`src/rtl/dmem_scan_pkg.sv`:
```
// Shared types and constants for the data-memory scanner and the BRAM it reads.
// DMEM_DEPTH must match the depth of the data-memory instantiation at the top level.
package dmem_scan_pkg;

  localparam int DMEM_DEPTH = 1024;
  localparam int ADDR_W     = $clog2(DMEM_DEPTH);

  typedef enum logic [1:0] {
    IDLE,
    SCAN,
    HOLD
  } scan_state_t;

endpackage

```
`src/rtl/sync_2ff.sv`:
```
// Two-flop synchronizer for asynchronous button inputs; output lags input by 2 cycles.
// No handshake: the sampled level simply follows the input.
module sync_2ff #(
  parameter int WIDTH = 1
) (
  input  logic             clk_in,
  input  logic             rst_in,
  input  logic [WIDTH-1:0] d_in,
  output logic [WIDTH-1:0] q_out
);

  logic [WIDTH-1:0] meta;

  always_ff @(posedge clk_in or posedge rst_in) begin
    if (rst_in) begin
      meta  <= '0;
      q_out <= '0;
    end else begin
      meta  <= d_in;
      q_out <= meta;
    end
  end

endmodule

```
`src/rtl/dmem_scanner.sv`:
```
// Walks data memory ADDR_LO..ADDR_HI after core completion, holding each {addr, data} for DWELL_CYCLES.
// First word lands READ_LATENCY+1 edges after start; a synchronized hold freezes the dwell in place.
module dmem_scanner
  import dmem_scan_pkg::*;
#(
  parameter int DWELL_CYCLES = 100_000,
  parameter int READ_LATENCY = 2,
  parameter int ADDR_LO      = 0,
  parameter int ADDR_HI      = 9
) (
  input  logic        clk_in,
  input  logic        rst_in,
  input  logic        start_in,
  input  logic        hold_in,
  output logic        rd_en_out,
  output logic [31:0] rd_addr_out,
  input  logic [31:0] rd_data_in,
  output logic [31:0] val_out,
  output logic        val_valid_out,
  output logic        scanning_out
);

  localparam int                CNT_W    = $clog2(DWELL_CYCLES);
  localparam logic [CNT_W-1:0]  CNT_LAST = CNT_W'(DWELL_CYCLES - 1);
  localparam logic [CNT_W-1:0]  CNT_CAP  = CNT_W'(READ_LATENCY);
  localparam logic [ADDR_W-1:0] A_LO     = ADDR_W'(ADDR_LO);
  localparam logic [ADDR_W-1:0] A_HI     = ADDR_W'(ADDR_HI);

  scan_state_t       state;
  logic [CNT_W-1:0]  cnt;
  logic [ADDR_W-1:0] addr;
  logic              hold_s;
  logic              unused_rd_hi;

  sync_2ff #(.WIDTH(1)) u_hold_sync (
    .clk_in (clk_in),
    .rst_in (rst_in),
    .d_in   (hold_in),
    .q_out  (hold_s)
  );

  always_ff @(posedge clk_in or posedge rst_in) begin
    if (rst_in) begin
      state         <= IDLE;
      cnt           <= '0;
      addr          <= A_LO;
      val_out       <= '0;
      val_valid_out <= 1'b0;
    end else begin
      case (state)
        IDLE: begin
          cnt  <= '0;
          addr <= A_LO;
          if (start_in) state <= SCAN;
        end
        SCAN: begin
          // Data read at cnt==0 is on the BRAM output once cnt reaches READ_LATENCY,
          // so the capture completes as cnt steps to READ_LATENCY+1.
          if (cnt == CNT_CAP) begin
            val_out       <= {16'(addr), rd_data_in[15:0]};
            val_valid_out <= 1'b1;
          end
          if (cnt == CNT_LAST) begin
            cnt  <= '0;
            addr <= (addr == A_HI) ? A_LO : addr + 1'b1;
          end else begin
            cnt <= cnt + 1'b1;
          end
          if (hold_s) state <= HOLD;
        end
        HOLD: begin
          if (!hold_s) state <= SCAN;
        end
        default: state <= IDLE;
      endcase
    end
  end

  assign rd_en_out    = (state == SCAN) && (cnt == '0);
  assign rd_addr_out  = 32'(addr);
  assign scanning_out = (state != IDLE);
  assign unused_rd_hi = ^rd_data_in[31:16];

  a_dwell_fits: assert property (@(posedge clk_in) DWELL_CYCLES > READ_LATENCY + 1);
  a_addr_order: assert property (@(posedge clk_in) ADDR_LO <= ADDR_HI);
  a_addr_range: assert property (@(posedge clk_in) ADDR_HI < DMEM_DEPTH);

endmodule

```
`config.mk`:
```
export PLATFORM = sky130hd
export DESIGN_NAME = dmem_scanner
export DESIGN_NICKNAME = d
export VERILOG_FILES = /design/src/rtl/dmem_scan_pkg.sv /design/src/rtl/sync_2ff.sv /design/src/rtl/dmem_scanner.sv
export SDC_FILE = /design/constraint.sdc
export NUM_CORES = 1
export LEC_CHECK = 0
export CORE_MARGIN = 1
export CORE_UTILIZATION = 49
export DETAILED_ROUTE_END_ITERATION = 8
export PLACE_DENSITY_LB_ADDON = 0.08
export RECOVER_POWER = 50
export REMOVE_ABC_BUFFERS = 1
export SLEW_MARGIN = 15
export SYNTH_ARGS = -nofsm -noshare
export SYNTH_HDL_FRONTEND = slang
export SYNTH_SLANG_ARGS = --single-unit
export TNS_END_PERCENT = 20
```
`constraint.sdc`:
```
create_clock -name clk_in -period 4.75 [get_ports clk_in]
set_clock_uncertainty 0.05 [all_clocks]
set_input_delay 0.95 -clock clk_in [delete_from_list [all_inputs] [get_ports clk_in]]
set_output_delay 0.95 -clock clk_in [all_outputs]
set_load 0.005 [all_outputs]
```
==> flow_summary_export.csv <==
group,metric,value,unit
hold_path,min_to,"u_hold_sync.q_out",
critical_path,r2r_slack,2.11,ns
routing,dr.pass1.iters,5,
final_layout,final_cell_mix,"dfrtp_1 (58), clkdlybuf4s50_1 (46), conb_1 (28)",
grt,first_global_vias,2248,
synthesis,synthFlopType,"dfrtp_1",
critical_path,worstPathRequired,3.75,ns
pwr,power_density,445,nW/um^2
critical_path,crit_path_start_kind,"flop",
routing,drc,0,
timing,slew_viol_final,0,
hold_path,hp-start,"u_hold_sync.meta",
final_layout,final_common_cell,"dfrtp_1",
synthesis,yosys.area_share.adder,2.04,%
timing,rsz0062_at_grt,"no",
floorplan,io-pin-count,103,
grt,antenna_found_initial,0,
synthesis,synth_warnings,0,
critical_path,path_class,"reg -> out",
clock_network,cts_resized,0,
critical_path,worstPathArrival,2.45,ns
outcome,outcome,"finished clean",
timing,max_freq,0.290,GHz
critical_path,reg2reg_depth,4,
grt,grt_start_max_net_pins,36,
hold_path,holdPathStages,0,
hold_path,hold_path.class,"reg -> reg",
critical_path,crit_chain,"or4_1 > nor4_1 > and2_1 > clkdlybuf4s50_1",
floorplan,die_w,81.0,um
synthesis,synthMuxAreaShare,11.1,%
final_layout,antenna_cells,0,
floorplan,die-area,6570,sq um
timing,tightest_slew,0.992,ns
synthesis,syn_inst,285,
timing,slew_headroom,33.8,%
grt,grt_usage,22.1,%
synthesis,synth.yosys.seq_area_share,47.4,%
job,cap_violations,0,
routing,wl_per_cell,15.4,um
final_layout,drive_gt1_share,13.8,%
grt,grt_pass1_wl,10800,um
synthesis,ys_types,49,
final_layout,final_nets,383,
timing,finalCriticalPeriod,3.45,ns
placement,dp_hpwl,4440,um
timing,hold_viol_final,0,
timing,fin_tns_setup,0,ns
clock_network,htree_levels,3,
routing,routed_wl,6480,um
clock_network,cts_made_buffers,9,
clock_network,root_buffer,"clkbuf_8",
synthesis,synth-simple-area-share,18.3,%
clock_network,hold_buffers,0,
routing,ant_nets,0,
critical_path,reg2reg_from,"cnt[11]",
synthesis,synth-seq-cells,58,
placement,numPortBuffers,58,
synthesis,avgSynthCellArea,10.7,sq um
synthesis,synth_top_family_by_area,"simple AND/OR/NAND/NOR gates",
floorplan,fp.dieH,81.0,um
clock_network,clock_latency,0.34,ns
routing,vias,2256,
grt,grt-ovfl-total,0,
critical_path,worstReg2RegEnd,"addr[2]",
critical_path,critPathCaptureType,"output pin",
synthesis,async_flop_share,100,%
floorplan,rows,28,
synthesis,synth_xor_area_share,2.29,%
routing,drtIter0Drc,89,
clock_network,postCtsSetupRepairBufs,0,
pwr,power,1.70,mW
critical_path,slowest_delay,0.71,ns
clock_network,cts.path.max_buffers,2,
critical_path,cp_slowest_cell,"or4_1",
clock_network,cts_sinks,58,
placement,gp_congestion,0.809,
timing,timing.final.crit_share,72.5,%
synthesis,synth-compound-area-share,8.01,%
timing,setup_viol,0,
clock_network,clk_pin_slew,0.06,ns
synthesis,synthesis.area,3060,sq um
final_layout,syn2layout_area_growth,25.0,%
routing,avgViaCountPerCell,5.35,
synthesis,synth_edf_count,0,
clock_network,cts_tree,"built",
floorplan,start_util,51.4,%
floorplan,core,5960,sq um
critical_path,worst-path-max-fanout,7,
pwr,p_leak,1.68,nW
pwr,vdd_drop_max,0.335,mV
cells by family (layout without fill, tap and decap cells):
| logic type | count (synthesis) | in the layout |
|---|---|---|
| AO/OA/AOI/OAI | 35 | 35 |
| multiplexers | 30 | 30 |
| adder cells (fa/ha/maj) | 5 | 5 |
| flip-flops | 58 | 58 |
| other | 1 | 28 |
| buffers and inverters | 52 | 87 |
| AND/OR/NAND/NOR | 96 | 96 |
| XOR/XNOR | 8 | 8 |
cell usage after synthesis (2+ instances only):
| cell type | instances | area share [%] |
|---|---|---|
| mux2_4 | 2 | 0.98 |
| clkbuf_1 | 5 | 0.61 |
| mux2_2 | 24 | 8.8 |
| or3_1 | 7 | 1.4 |
| nor2b_1 | 2 | 0.41 |
| nand2_1 | 15 | 1.8 |
| buf_6 | 3 | 1.1 |
| and3_1 | 3 | 0.61 |
| inv_1 | 12 | 1.5 |
| nor3_1 | 8 | 1.3 |
| a21oi_1 | 7 | 1.1 |
| and4b_1 | 3 | 0.98 |
| o211ai_1 | 6 | 1.5 |
| a31oi_1 | 3 | 0.61 |
| nand3_1 | 12 | 2.0 |
| o21ai_0 | 7 | 1.1 |
| mux2i_1 | 4 | 1.3 |
| nand2b_1 | 3 | 0.61 |
| buf_2 | 3 | 0.49 |
| dfrtp_1 | 58 | 47 |
| and2_1 | 3 | 0.61 |
| or4_1 | 2 | 0.49 |
| buf_4 | 28 | 6.9 |
| o31ai_1 | 2 | 0.49 |
| xor2_1 | 7 | 2.0 |
| ha_1 | 5 | 2.0 |
| o22ai_1 | 2 | 0.41 |
| nand4_1 | 11 | 2.2 |
| nor4_1 | 5 | 1.0 |
| nor2_1 | 14 | 1.7 |
registers in the layout, summed over array words and instances (netlist names):
name and count:
addr 10, val_valid_out 1, state 2, u_hold_sync.meta 1, val_out 26, u_hold_sync.q_out 1
cnt 17
how the worst max path moves through the flow:
stage | cells after the start | end | start
6_report | 4 | rd_en_out | cnt[11]
5_1_grt | 4 | rd_en_out | cnt[11]
4_1_cts | 4 | rd_en_out | cnt[11]
3_5_place_dp | 4 | rd_en_out | cnt[11]
3_3_place_gp | 4 | rd_en_out | cnt[11]
2_1_floorplan | 3 | rd_en_out | cnt[11]
metrics by stage:
step | util, % | instances | hold slack [ns] | setup WS (ns) | cell area (sq um)
floorplan | - | 272 | 0.281 | 2.29 | 2880
global placement | 59.8 | 406 | 0.287 | 1.62 | 3560
detailed placement | 59.8 | 406 | 0.298 | 1.65 | 3560
CTS | 64.3 | 422 | 0.312 | 1.27 | 3830
global route | 64.2 | 422 | 0.326 | 1.07 | 3820
finish | 64.2 | 422 | 0.312 | 1.30 | 3820
layout make-up:
| class | count | area, sq um |
|---|---|---|
| tap | 75 | 93.8 |
| clock buffer | 11 | 141 |
| multi-input combinational | 202 | 1380 |
| fill | 539 | 2130 |
| inverter | 12 | 45.0 |
| timing repair buffer | 59 | 588 |
| sequential | 58 | 1450 |
| clock inverter | 5 | 125 |
routing by layer:
metal  part of all wire, %  global-route usage (%)  vias up
met1                    44                    28.7     1098
met3                   5.6                    6.29        6
li1                      -                       -     1075
met4                   1.2                    8.04        0
met2                    49                    35.2       77
met5                     0                       0        -
power by group:
group / switching (mW) / leakage, nW / internal (mW)
Sequential: 0.0736 / 0.760 / 0.582
Clock: 0.196 / 0.134 / 0.415
Combinational: 0.178 / 0.790 / 0.260
Total: 0.447 / 1.68 / 1.26
worst max-delay path: cells and delay by family, from the launching register on:
family | cells | cell delay, ns
buf+inv | 1 | 0.49
flops | 1 | 0.41
simple gates | 3 | 1.21
No activity file was read; power rests on OpenSTA's default activity.
